## src/rtl/mbus_requester.sv

```systemverilog
// MBUS port-A requester: issues one quadword read or write cycle per command to an
// MB20 memory and reports ACKN/data timeouts and read-parity errors.
module mbus_requester #(
    parameter int ACK_TIMEOUT  = 64,
    parameter int DATA_TIMEOUT = 64
) (
    input  logic         clk_i,
    input  logic         reset_l_i,
    input  logic         cmd_valid_i,
    output logic         cmd_ready_o,
    input  logic         cmd_write_i,
    input  logic [21:0]  cmd_adr_i,
    input  logic [3:0]   cmd_mask_i,
    input  logic [143:0] cmd_wdata_i,
    output logic         rsp_valid_o,
    output logic [1:0]   rsp_word_o,
    output logic [35:0]  rsp_data_o,
    output logic         rsp_par_err_o,
    output logic         done_o,
    output logic         err_timeout_o,
    output logic         mbus_clk_o,
    output logic         mbus_start_a_o,
    output logic         mbus_start_b_o,
    output logic         mbus_rd_rq_o,
    output logic         mbus_wr_rq_o,
    output logic [3:0]   mbus_rq_o,
    output logic [21:0]  mbus_adr_o,
    output logic         mbus_adr_par_o,
    output logic [35:0]  mbus_d_out_o,
    output logic         mbus_par_out_o,
    output logic         mbus_valid_out_a_o,
    output logic         mbus_valid_out_b_o,
    output logic         mbus_adr_hold_o,
    output logic         mbus_mem_reset_o,
    output logic         mbus_diag_o,
    input  logic         mbus_ackn_a_i,
    input  logic         mbus_valid_in_a_i,
    input  logic [35:0]  mbus_d_in_i,
    input  logic         mbus_par_in_i
);

    typedef enum logic [2:0] {
        S_IDLE  = 3'd0,
        S_START = 3'd1,
        S_RDATA = 3'd2,
        S_WDATA = 3'd3,
        S_DONE  = 3'd4
    } state_e;

    localparam int TMAX = (ACK_TIMEOUT > DATA_TIMEOUT) ? ACK_TIMEOUT : DATA_TIMEOUT;
    localparam int TW   = $clog2(TMAX + 1);
    localparam logic [TW-1:0] ACK_LAST  = TW'(ACK_TIMEOUT - 1);
    localparam logic [TW-1:0] DATA_LAST = TW'(DATA_TIMEOUT - 1);

    function automatic logic odd_par36(input logic [35:0] d);
        return ~^d;
    endfunction

    function automatic logic odd_par22(input logic [21:0] d);
        return ~^d;
    endfunction

    function automatic logic [2:0] popcnt4(input logic [3:0] m);
        return {2'b00, m[0]} + {2'b00, m[1]} + {2'b00, m[2]} + {2'b00, m[3]};
    endfunction

    // Mask and data use KL10 numbering: word 0 is rq[0], the MSB of the vector.
    function automatic logic in_mask(input logic [3:0] m, input logic [1:0] w);
        return m[2'd3 - w];
    endfunction

    function automatic logic [1:0] next_set(input logic [3:0] m, input logic [1:0] from,
                                            input logic incl);
        logic [1:0] idx;
        logic       found;
        next_set = from;
        found    = 1'b0;
        for (int i = 0; i < 4; i++) begin
            idx = from + 2'(i) + {1'b0, ~incl};
            if (!found && in_mask(m, idx)) begin
                next_set = idx;
                found    = 1'b1;
            end
        end
    endfunction

    function automatic logic [35:0] word_sel(input logic [143:0] wd, input logic [1:0] w);
        case (w)
            2'd0:    return wd[143:108];
            2'd1:    return wd[107:72];
            2'd2:    return wd[71:36];
            2'd3:    return wd[35:0];
            default: return 36'd0;
        endcase
    endfunction

    state_e         state_q;
    logic           cmd_ready_q, write_q;
    logic [3:0]     mask_q;
    logic [143:0]   wdata_q;
    logic [1:0]     word_q;
    logic [2:0]     cnt_q;
    logic [TW-1:0]  timer_q;
    logic           rsp_valid_q, rsp_par_err_q, done_q, err_timeout_q;
    logic [1:0]     rsp_word_q;
    logic [35:0]    rsp_data_q;
    logic           start_a_q, rd_rq_q, wr_rq_q, adr_par_q, par_out_q, valid_out_a_q, adr_hold_q;
    logic [3:0]     rq_q;
    logic [21:0]    adr_q;
    logic [35:0]    d_out_q;

    logic [1:0]     word_first_d, word_next_d;
    logic [35:0]    cur_word_d;

    assign word_first_d = next_set(cmd_mask_i, cmd_adr_i[1:0], 1'b1);
    assign word_next_d  = next_set(mask_q, word_q, 1'b0);
    assign cur_word_d   = word_sel(wdata_q, word_q);

    // Single-process FSM; every MBUS and response output comes straight from a flop.
    always_ff @(posedge clk_i) begin
        if (!reset_l_i) begin
            state_q       <= S_IDLE;
            cmd_ready_q   <= 1'b1;
            write_q       <= 1'b0;
            mask_q        <= 4'd0;
            wdata_q       <= 144'd0;
            word_q        <= 2'd0;
            cnt_q         <= 3'd0;
            timer_q       <= '0;
            rsp_valid_q   <= 1'b0;
            rsp_par_err_q <= 1'b0;
            rsp_word_q    <= 2'd0;
            rsp_data_q    <= 36'd0;
            done_q        <= 1'b0;
            err_timeout_q <= 1'b0;
            start_a_q     <= 1'b0;
            rd_rq_q       <= 1'b0;
            wr_rq_q       <= 1'b0;
            rq_q          <= 4'd0;
            adr_q         <= 22'd0;
            adr_par_q     <= 1'b0;
            d_out_q       <= 36'd0;
            par_out_q     <= 1'b0;
            valid_out_a_q <= 1'b0;
            adr_hold_q    <= 1'b0;
        end else begin
            rsp_valid_q   <= 1'b0;
            rsp_par_err_q <= 1'b0;
            case (state_q)
                S_IDLE: begin
                    if (cmd_valid_i) begin
                        cmd_ready_q <= 1'b0;
                        write_q     <= cmd_write_i;
                        mask_q      <= cmd_mask_i;
                        wdata_q     <= cmd_wdata_i;
                        word_q      <= word_first_d;
                        cnt_q       <= popcnt4(cmd_mask_i);
                        timer_q     <= '0;
                        if (cmd_mask_i == 4'd0) begin
                            state_q       <= S_DONE;
                            done_q        <= 1'b1;
                            err_timeout_q <= 1'b0;
                        end else begin
                            state_q    <= S_START;
                            start_a_q  <= 1'b1;
                            rd_rq_q    <= ~cmd_write_i;
                            wr_rq_q    <= cmd_write_i;
                            rq_q       <= cmd_mask_i;
                            adr_q      <= cmd_adr_i;
                            adr_par_q  <= odd_par22(cmd_adr_i);
                            adr_hold_q <= 1'b1;
                        end
                    end else begin
                        cmd_ready_q <= 1'b1;
                    end
                end
                S_START: begin
                    // ACKN takes priority over a timeout expiring on the same edge.
                    if (mbus_ackn_a_i) begin
                        start_a_q <= 1'b0;
                        rd_rq_q   <= 1'b0;
                        wr_rq_q   <= 1'b0;
                        timer_q   <= '0;
                        if (write_q) begin
                            state_q       <= S_WDATA;
                            valid_out_a_q <= 1'b1;
                            d_out_q       <= cur_word_d;
                            par_out_q     <= odd_par36(cur_word_d);
                            word_q        <= word_next_d;
                            cnt_q         <= cnt_q - 3'd1;
                        end else begin
                            state_q <= S_RDATA;
                        end
                    end else if (timer_q == ACK_LAST) begin
                        state_q       <= S_DONE;
                        done_q        <= 1'b1;
                        err_timeout_q <= 1'b1;
                        start_a_q     <= 1'b0;
                        rd_rq_q       <= 1'b0;
                        wr_rq_q       <= 1'b0;
                        adr_hold_q    <= 1'b0;
                    end else begin
                        timer_q <= timer_q + 1'b1;
                    end
                end
                S_WDATA: begin
                    if (cnt_q == 3'd0) begin
                        state_q       <= S_DONE;
                        done_q        <= 1'b1;
                        valid_out_a_q <= 1'b0;
                        d_out_q       <= 36'd0;
                        par_out_q     <= 1'b0;
                        adr_hold_q    <= 1'b0;
                    end else begin
                        valid_out_a_q <= 1'b1;
                        d_out_q       <= cur_word_d;
                        par_out_q     <= odd_par36(cur_word_d);
                        word_q        <= word_next_d;
                        cnt_q         <= cnt_q - 3'd1;
                    end
                end
                S_RDATA: begin
                    // The last word is presented first; done follows one cycle later.
                    if (cnt_q == 3'd0) begin
                        state_q    <= S_DONE;
                        done_q     <= 1'b1;
                        adr_hold_q <= 1'b0;
                    end else if (mbus_valid_in_a_i) begin
                        rsp_valid_q   <= 1'b1;
                        rsp_word_q    <= word_q;
                        rsp_data_q    <= mbus_d_in_i;
                        rsp_par_err_q <= ~(^{mbus_d_in_i, mbus_par_in_i});
                        word_q        <= word_next_d;
                        cnt_q         <= cnt_q - 3'd1;
                        timer_q       <= '0;
                    end else if (timer_q == DATA_LAST) begin
                        state_q       <= S_DONE;
                        done_q        <= 1'b1;
                        err_timeout_q <= 1'b1;
                        adr_hold_q    <= 1'b0;
                    end else begin
                        timer_q <= timer_q + 1'b1;
                    end
                end
                S_DONE: begin
                    state_q       <= S_IDLE;
                    cmd_ready_q   <= 1'b1;
                    done_q        <= 1'b0;
                    err_timeout_q <= 1'b0;
                    rq_q          <= 4'd0;
                    adr_q         <= 22'd0;
                    adr_par_q     <= 1'b0;
                    adr_hold_q    <= 1'b0;
                end
                default: begin
                    state_q       <= S_IDLE;
                    cmd_ready_q   <= 1'b1;
                    done_q        <= 1'b0;
                    err_timeout_q <= 1'b0;
                    start_a_q     <= 1'b0;
                    valid_out_a_q <= 1'b0;
                    adr_hold_q    <= 1'b0;
                end
            endcase
        end
    end

    assign cmd_ready_o        = cmd_ready_q;
    assign rsp_valid_o        = rsp_valid_q;
    assign rsp_word_o         = rsp_word_q;
    assign rsp_data_o         = rsp_data_q;
    assign rsp_par_err_o      = rsp_par_err_q;
    assign done_o             = done_q;
    assign err_timeout_o      = err_timeout_q;
    assign mbus_clk_o         = clk_i;
    assign mbus_start_a_o     = start_a_q;
    assign mbus_start_b_o     = 1'b0;
    assign mbus_rd_rq_o       = rd_rq_q;
    assign mbus_wr_rq_o       = wr_rq_q;
    assign mbus_rq_o          = rq_q;
    assign mbus_adr_o         = adr_q;
    assign mbus_adr_par_o     = adr_par_q;
    assign mbus_d_out_o       = d_out_q;
    assign mbus_par_out_o     = par_out_q;
    assign mbus_valid_out_a_o = valid_out_a_q;
    assign mbus_valid_out_b_o = 1'b0;
    assign mbus_adr_hold_o    = adr_hold_q;
    assign mbus_mem_reset_o   = 1'b0;
    assign mbus_diag_o        = 1'b0;

endmodule

```

## config.mk

```make
export PLATFORM = sky130hd
export DESIGN_NAME = mbus_requester
export DESIGN_NICKNAME = d
export VERILOG_FILES = /design/src/rtl/mbus_requester.sv
export SDC_FILE = /design/constraint.sdc
export NUM_CORES = 1
export LEC_CHECK = 0
export BUFFER_PORTS_ARGS = -buffer_cell sky130_fd_sc_hd__buf_4
export CORE_MARGIN = 3
export CORE_UTILIZATION = 35
export DETAILED_ROUTE_END_ITERATION = 16
export PLACE_DENSITY = 0.63
export SLEW_MARGIN = 15
export SYNTH_ARGS = -nofsm -noshare
export SYNTH_HDL_FRONTEND = slang
export SYNTH_SLANG_ARGS = --single-unit
```

## constraint.sdc

```tcl
create_clock -name clk_i -period 4 [get_ports clk_i]
set_clock_uncertainty 0.1 [all_clocks]
set_input_delay 0 -clock clk_i [delete_from_list [all_inputs] [get_ports clk_i]]
set_output_delay 0 -clock clk_i [all_outputs]
set_load 0.01 [all_outputs]
```

# After elaboration in Yosys (flattened, before gate mapping)
# Cells that the tools add are included.
[totals] ff_bits=276 output_inout_bits=117 elab_cells=241
[classes] order_cmp=8 n_addsub=22 eq_ne=21 reduce_logical=42 bitwise_logic=9 muxes=115
[ops] op="$pmux W36 S4" count=1
[ops] op="$mux W36" count=3
[ops] op="$pmux W36 S2" count=1
[ops] op="$mux W1" count=51
[ops] op="$mux W22" count=2
[ops] op="$pmux W22 S2" count=1
[ops] op="$mux W3" count=13
[ops] op="$reduce_xor A37 Y1" count=1
[ops] op="$reduce_xnor A36 Y1" count=1
[ops] op="$mux W7" count=5
[ops] op="$mux W2" count=13
[ops] op="$lt A2 B3 Y1 const B" count=8
[ops] op="$pmux W3 S4" count=2
[ops] op="$ne A2 B2 Y1 const B" count=11
[ops] op="$reduce_xnor A22 Y1" count=1
[ops] op="$pmux W7 S3" count=1
[ops] op="$reduce_and A3 Y1" count=6
[ops] op="$bmux W1 S2" count=8
[ops] op="$sub A2 B2 Y2 const A" count=8
[ops] op="$pmux W1 S4" count=3
[ops] op="$reduce_or A3 Y1" count=4
[ops] op="$add A2 B1 Y2 const B" count=5
[ops] op="$pmux W1 S2" count=5
[ops] op="$reduce_and A5 Y1" count=2
[ops] op="31 further kinds" count=61

# Depth between registers and ports, before layout
# Gate-level depths: netlist (run 1).
[logic_depth] ltp_word=17 depth_mapped=14

==> flow_summary.ini, run 1 <==
[critical_path]
r2r_cells = 10
cp_max_fo = 21
crit_type = flip-flop to flip-flop
arrival_ns = 3.91
cp.required_ns = 4.46
end_kind = flip-flop
crit_path_start_kind = flip-flop

[finish]
antenna_cells = 0
fin_cells = 2610
fin_area_um2 = 19500
drive_above_1_share_pct = 19.3
ff_latch_area_um2 = 5530
fin_nets = 2356
syn_to_final_growth_pct = 55.4
multi_input_area_um2 = 6520
num-fill-cells = 3112

[timing]
setup_violations = 0
fin_setup_tns_ns = 0
slew-limit-headroom_pct = 46.2
final_hold_viol_count = 0
rsz0062_at_grt = no
holdWs_ns = 0.0437
max_freq_mhz = 290
period_share_pct = 86.3
layout_min_cycle_time_ns = 3.45
tightest_slew_ns = 0.805
drv_slew = 0

[floorplan]
die_w_um = 195
die_area_um2 = 38200
die_y_um = 195
initial_core_util_pct = 35.9
io_pins = 330
rows = 68
core_um2 = 35000

[grt]
grt_pass1_vias = 12957
grt_max_degree = 149
grt_pass1_wl_mm = 69.5
overflow = 0
grt_use_total_pct = 22.2
antenna_found_initial = 0

[placement]
place_inst = 2243
dp_hpwl_mm = 29.5
place.gp.congestion = 0.858
dpl_cell_area_um2 = 15300
io_buffers = 325

[routing]
viasPerCell = 4.99
drt-initial-drc-count = 980
drc = 0
wl_per_cell_um = 17.0
drt_first_pass_iters = 5
via_count = 13019
drt-total-wl_mm = 44.5
ant_nets = 0

[yosys]
yosys.area.top_type = dfxtp_1
synth_cells = 1566
post_synth_num_cell_types = 51
syn-mean-instance-area_um2 = 8.02
synth_area_um2 = 12600
synth_async_sr_flop_share_pct = 0
ys_seq_area_share_pct = 44.0
yosysTopAreaCellShare_pct = 44.0
yosysWarnings = 0
yosys_most_used_dff = dfxtp_1
synthTopCellsByArea = dfxtp_1 44%, nand2_1 14%, a21boi_0 8.7%
synth-seq-cells = 276
synth-edff-count = 0

[hold_path]
hp-class = input pin to flip-flop
whs_path_depth = 4

[clocking]
cts_tree = done
insertion_delay_ns = 0.67
clk_pin_slew_ns = 0.06

[power_and_ir_drop]
total_power_mw = 8.38
power_density_nw_per_um2 = 430
cellLeakagePower_nw = 7.87
vdd_ir_drop_max_v = 0.000308

[outcome]
outcome = completed

[job]
cap_violations = 0
## layout by cell type (no fill, tap or decap), types with 14 or more instances in the layout
cell type / n
a21oi_1: 108
nand2_1: 455
xnor2_1: 85
nor2_1: 70
clkbuf_16: 34
xor2_1: 22
a222oi_1: 28
a21boi_0: 146
dlygate4sd3_1: 308
dfxtp_1: 276
a22oi_1: 48
inv_1: 14
nand3b_1: 24
buf_4: 342
o21ai_0: 54
nor2b_1: 16
## state kept, by name, summed over array words and instances, names as in the netlist, 2 cells and up
name,cells
mbus_d_out_o,36
cnt_q,3
mbus_rq_o,4
wdata_q,144
rsp_word_o,2
state_q,3
mbus_adr_o,22
timer_q,7
rsp_data_o,36
word_q,2
mask_q,4
## per-stage QoR
step / utilization [%] / setup slack (ns)
final: 55.8 / 0.547
after global routing: 55.8 / 0.353
after CTS: 55.8 / 0.594
after detailed placement: 43.7 / 0.598
after global placement: 43.7 / 0.769
after floorplan: - / 1.09
## area by class of cell
| type | count | area share [%] |
|---|---|---|
| repair buffers | 651 | 29.1 |
| inverters | 15 | 0.301 |
| well taps | 455 | 2.92 |
| clock buffers | 52 | 5.34 |
| clock inverters | 8 | 0.615 |
| flip-flops and latches | 276 | 28.3 |
| multi-input cells | 1153 | 33.4 |
## Yosys cell counts (all sizes together) (2+ instances only)
library cell / count
nor2: 70
clkbuf: 102
a222oi: 28
nand2b: 7
nand3: 3
xor2: 22
buf: 23
a31oi: 5
nand3b: 24
and2: 7
dfxtp: 276
nor3b: 2
o31ai: 2
a211oi: 2
o22ai: 4
a22oi: 48
o21ai: 58
a21o: 5
inv: 15
ha: 10
nor3: 14
a21oi: 109
nand2: 457
a21boi: 146
nor2b: 16
o221a: 2
or3: 5
xnor2: 85
or2: 2
## final timing paths
| check | from | end | slack [ns] |
|---|---|---|---|
| worst max-delay path | word_q[0] | mbus_par_out_o | 0.55 |
| worst min-delay path | cmd_wdata_i[24] | wdata_q[24] | 0.04 |
| worst max register to register | word_q[0] | mbus_par_out_o | 0.55 |
| worst min register to register | wdata_q[74] | wdata_q[74] | 0.35 |
## repair_timing
item	in CTS	in global routing
endpoints found under the hold margin	255	0
gates resized for setup	0	0
buffers inserted	0	0
hold buffers	308	0
## cell families (layout without fill, tap and decap cells)
| family | count (synthesis) | in the layout | synth area share, % |
|---|---|---|---|
| multiplexers | 2 | 2 | 0.259 |
| adder cells (fa/ha/maj) | 11 | 11 | 1.16 |
| flip-flops | 276 | 276 | 44.0 |
| other | 1 | 4 | 0.0299 |
| buffers and inverters | 140 | 726 | 4.64 |
| AND/OR/NAND/NOR | 611 | 611 | 20.1 |
| XOR/XNOR | 108 | 108 | 7.64 |
| AO/OA/AOI/OAI | 417 | 417 | 22.2 |
## power breakdown
group          switching [mW]  internal [mW]  leakage, nW  total [mW]
logic                    1.10           1.09         5.04        2.18
registers               0.145           2.92         2.25        3.07
clock network            1.17           1.97        0.570        3.13
## per-layer routing
| layer | global-route usage [%] | up-vias | share of wire, % |
|---|---|---|---|
| met1 | 28.5 | 6077 | 43 |
| met3 | 4.24 | 100 | 6.2 |
| met4 | 8.11 | 0 | 3.8 |
| met2 | 37.2 | 446 | 47 |
| li1 | - | 6396 | - |
| met5 | 0 | - | 0 |
## critical path, stage by stage (launching register included)
cell,delay [ns]
dfxtp_1,0.56
inv_1,0.23
ha_2,0.40
a222oi_1,0.55
xnor2_1,0.17
o21ai_0,0.12
xnor2_1,0.22
xnor3_1,0.43
xnor2_1,0.31
xnor2_1,0.16
o21ai_1,0.08
No activity file was read; power rests on OpenSTA's default activity.
==> run 2, diff against run 1 <==
CELL_PAD_IN_SITES_DETAIL_PLACEMENT = 2   (was unset)
CELL_PAD_IN_SITES_GLOBAL_PLACEMENT = 2   (was unset)
CORE_UTILIZATION = 30   (was 35)
PLACE_DENSITY = 0.86   (was 0.63)
==> flow_summary.ini, run 2 (synthesis gave the netlist of run 1 again) <==
[outcome]
outcome = completed

[placement]
dpl_cell_area_um2 = 15400
place.gp.congestion = 0.802
io_buffers = 325
dp_hpwl_mm = 37.0

[critical_path]
r2r-start = word_q[0]
arrival_ns = 4.18
cp_max_fo = 21
end_kind = flip-flop
crit_chain = inv_1 -> ha_2 -> a222oi_1 -> buf_4 -> xor2_1 -> o21ai_1 -> xnor2_1 -> xnor3_1 -> xnor2_1 -> xnor2_1 -> o21ai_1
crit_start = word_q[0]
cpPeakStageDelay_ns = 0.49
crit_path_start_kind = flip-flop
crit_type = flip-flop to flip-flop
worst_path_most_repeated_cell = xnor2_1
cp_slowest_cell = xnor3_1
cp.required_ns = 4.46

[timing]
slew-limit-headroom_pct = 44.1
tightest_slew_ns = 0.838
max_freq_mhz = 268
period_share_pct = 93.2
setup_violations = 0
final_hold_viol_count = 0
rsz0062_at_grt = no
drv_slew = 0
fin_setup_tns_ns = 0
layout_min_cycle_time_ns = 3.73

[grt]
grt_pass1_vias = 16684
grt_pass1_wl_mm = 109
grt_max_degree = 150
grt_use_total_pct = 32.3
overflow = 0
antenna_found_initial = 8

[floorplan]
rows = 74
die_w_um = 211
core_um2 = 41100
initial_core_util_pct = 30.6
die_area_um2 = 44400
io_pins = 330
die_y_um = 211

[routing]
via_count = 14565
ant_nets = 0
top_layer = met4
met2_length_mm = 38.4
drt-total-wl_mm = 74.2
drt_first_pass_iters = 8
m1WireLength_mm = 28.0
wl_met3_mm = 3.57
drc = 0
viasPerCell = 5.35
wl_per_cell_um = 27.2
drt-initial-drc-count = 1115

[clocking]
insertion_delay_ns = 0.67
clk_pin_slew_ns = 0.06
cts_tree = done

[finish]
drive_above_1_share_pct = 19.2
final_cell_mix = 455 x nand2_1, 343 x buf_4, 330 x dlygate4sd3_1
top_register = wdata_q
fin_area_um2 = 19900
final_util_pct = 48.5
syn_to_final_growth_pct = 58.8
mostFrequentLayoutCell = nand2_1
largest_reg_flops = 144
fin_nets = 2384

[hold_path]
hp-class = input pin to flip-flop
worstHoldStart = cmd_wdata_i[45]

[power_and_ir_drop]
vdd_ir_drop_max_v = 0.000240
power_density_nw_per_um2 = 457
cellLeakagePower_nw = 7.90

[job]
cap_violations = 0
## run 2: changes by cell type in the layout (fill, tap and decap cells not counted), moves of 2 or more
cell,delta
clkbuf_8,-6
clkbuf_16,+5
dlygate4sd3_1,+22
dfxtp_1,-2
diode_2,+8
dfxtp_2,+2
clkbuf_1,+4
## run 2: per-stage QoR
step                std cells  hold WS [ns]  total power, mW  worst slack [ns]
finish                   2723        0.0521             9.10             0.274
global route             2723        0.0559             9.44             0.115
CTS                      2713        0.0264             8.80             0.308
detailed placement       2320      -0.00823             5.18             0.479
global placement         2320      -0.00823             5.09             0.673
floorplan                1569      -0.00823             4.46              1.09
## run 2: cell type report
cell class                 instances  area [um^2]
sequential                       276         5530
inverter                          15         58.8
tap                              532          666
antenna                            8         20.0
multi-input combinational       1153         6530
fill                            4408        21200
timing repair buffer             675         5930
clock inverter                     9          113
clock buffer                      55         1100
## run 2: metal layers
| layer | track usage, % | vias up |
|---|---|---|
| met2 | 59.2 | 586 |
| met1 | 35.6 | 7301 |
| met5 | 0 | - |
| met3 | 5.63 | 228 |
| met4 | 17.0 | 0 |
| li1 | - | 6450 |
## run 2: final timing paths
kind	end	slack [ns]	cells after the start
max reg2reg	mbus_par_out_o	0.27	11
max	mbus_par_out_o	0.27	11
min	wdata_q[45]	0.05	4
min reg2reg	mbus_rq_o[1]	0.36	2
## run 2: power breakdown
| group | leakage, nW | switching [mW] | internal (mW) |
|---|---|---|---|
| clock network | 0.595 | 1.44 | 2.04 |
| registers | 2.25 | 0.181 | 2.92 |
| logic | 5.05 | 1.44 | 1.09 |
## run 2: what timing repair did
item                                    CTS  global route
hold endpoints to repair                237             0
endpoints found under the setup margin    0            33
buffers inserted                          0             2
hold buffers                            330             0
resized for setup                         0             3
## run 2: critical path: cells and delay by family (launching register included)
kind / cells / cell delay (ns)
buffers and inverters: 2 / 0.42
xor gates and xnor gates: 5 / 1.55
AOI/OAI and AO/OA: 3 / 0.63
DFF: 1 / 0.48
adders and majority gates: 1 / 0.43
==> run 3, diff against run 2 <==
MAX_ROUTING_LAYER = met4   (was unset)
PLACE_DENSITY = unset   (was 0.86)
PLACE_DENSITY_LB_ADDON = 0.1   (was unset)
==> flow_summary.ini, run 3 (synthesis gave the netlist of run 1 again) <==
[grt]
grt_use_total_pct = 28.6
grt_pass1_wl_mm = 95.4
antenna_found_initial = 5
grt_max_degree = 149
overflow = 0
grt_pass1_vias = 15638

[finish]
syn_to_final_growth_pct = 58.6
num-fill-cells = 4412
multi_input_area_um2 = 6520
final_util_pct = 48.5
fin_cells = 2721
drive_above_1_share_pct = 19.1
fin_nets = 2385
ff_latch_area_um2 = 5530
final_cell_mix = 455 x nand2_1, 342 x buf_4, 332 x dlygate4sd3_1
largest_reg_flops = 144
top_register = wdata_q
fin_area_um2 = 19900
mostFrequentLayoutCell = nand2_1

[hold_path]
whs_endpoint = wdata_q[49]
whs_path_depth = 4
hp-class = input pin to flip-flop
worstHoldStart = cmd_wdata_i[49]

[timing]
max_freq_mhz = 266
final_hold_viol_count = 0
tightest_slew_ns = 0.876
setup_ws_ns = 0.237
period_share_pct = 94.1
slew-limit-headroom_pct = 41.6
holdWs_ns = 0.0628
fin_setup_tns_ns = 0
setup_violations = 0
layout_min_cycle_time_ns = 3.76
drv_slew = 0
rsz0062_at_grt = no

[critical_path]
end_kind = flip-flop
r2r_end = rsp_data_o[3]
rrSetupSlack_ns = 0.24
crit_path_start_kind = flip-flop
r2r_cells = 10
cp_max_fo = 37
crit_type = flip-flop to flip-flop
arrival_ns = 4.23
cp.required_ns = 4.47
r2r-start = cnt_q[0]

[power_and_ir_drop]
total_power_mw = 8.77
vdd_ir_drop_max_v = 0.000216
power_density_nw_per_um2 = 440
cellLeakagePower_nw = 8.02

[job]
cap_violations = 0

[clocking]
clk_pin_slew_ns = 0.06
insertion_delay_ns = 0.65
cts_tree = done
post-cts-setup-buffer-count = 0

[routing]
wl_per_cell_um = 23.4
via_count = 13768
viasPerCell = 5.06
drc = 0
ant_nets = 0
drt-initial-drc-count = 719
drt_first_pass_iters = 7
drt-total-wl_mm = 63.7

[floorplan]
io_pins = 330
die_y_um = 211
rows = 74
initial_core_util_pct = 30.6
core_um2 = 41100
die_area_um2 = 44400
die_w_um = 211

[placement]
dp_hpwl_mm = 35.8
dp_slack_ns = 0.619
place.gp.congestion = 0.796
io_buffers = 325
dpl_cell_area_um2 = 15400
place_inst = 2321

[outcome]
outcome = completed
-- run 3: changes by cell type in the layout (fill, tap and decap cells not counted), sizes merged --
cell	before	now
diode	8	5
buf	346	345
dlygate4sd3	330	332
inv	16	15
clkbuf	54	56
bufinv	2	1
-- run 3: cell type report --
class	count	area share [%]
Multi-Input combinational cell	1153	32.7
Clock buffer	57	5.71
Inverter	15	0.295
Sequential cell	276	27.7
Antenna cell	5	0.0628
Tap cell	532	3.34
Timing Repair Buffer	676	29.8
Clock inverter	7	0.314
-- run 3: timing repair --
action | 4_1_cts | 5_1_grt
hold buffers | 332 | 0
hold endpoints to repair | 232 | 0
gates resized for setup | 0 | 1
setup endpoints to repair | 0 | 13
-- run 3: worst max-delay path by stage --
stage                     startpoint             end  slack [ns]  depth (start not counted)
after floorplan            word_q[0]  mbus_par_out_o        1.09                         12
after global placement     word_q[0]  mbus_par_out_o        0.81                         10
final                       cnt_q[0]   rsp_data_o[3]        0.24                         10
after detailed placement   word_q[0]  mbus_par_out_o        0.62                         10
after global routing        cnt_q[0]   rsp_data_o[3]        0.05                         10
after CTS                 state_q[1]  rsp_data_o[18]        0.34                          7
-- run 3: routing by layer --
| metal | vias up | part of all wire [%] | global-route usage (%) |
|---|---|---|---|
| li1 | 6457 | - | - |
| met1 | 6856 | 41 | 32.8 |
| met2 | 349 | 51 | 50.7 |
| met3 | 106 | 4.9 | 5.55 |
| met4 | 0 | 2.9 | 8.82 |
| met5 | - | 0 | - |
-- run 3: power by group --
part | internal (mW) | switching (mW)
registers | 2.92 | 0.175
logic | 1.09 | 1.22
clock network | 2.02 | 1.34
total | 6.03 | 2.74
-- run 3: critical path, stage by stage (launching register included) --
cell,delay (ns)
dfxtp_1,0.35
inv_1,0.07
ha_1,0.23
nand2b_1,0.16
nand2_1,0.15
nor4b_2,0.66
buf_12,0.28
nand2_1,0.11
dlygate4sd3_1,0.58
a21boi_0,0.33
dlygate4sd3_1,0.66
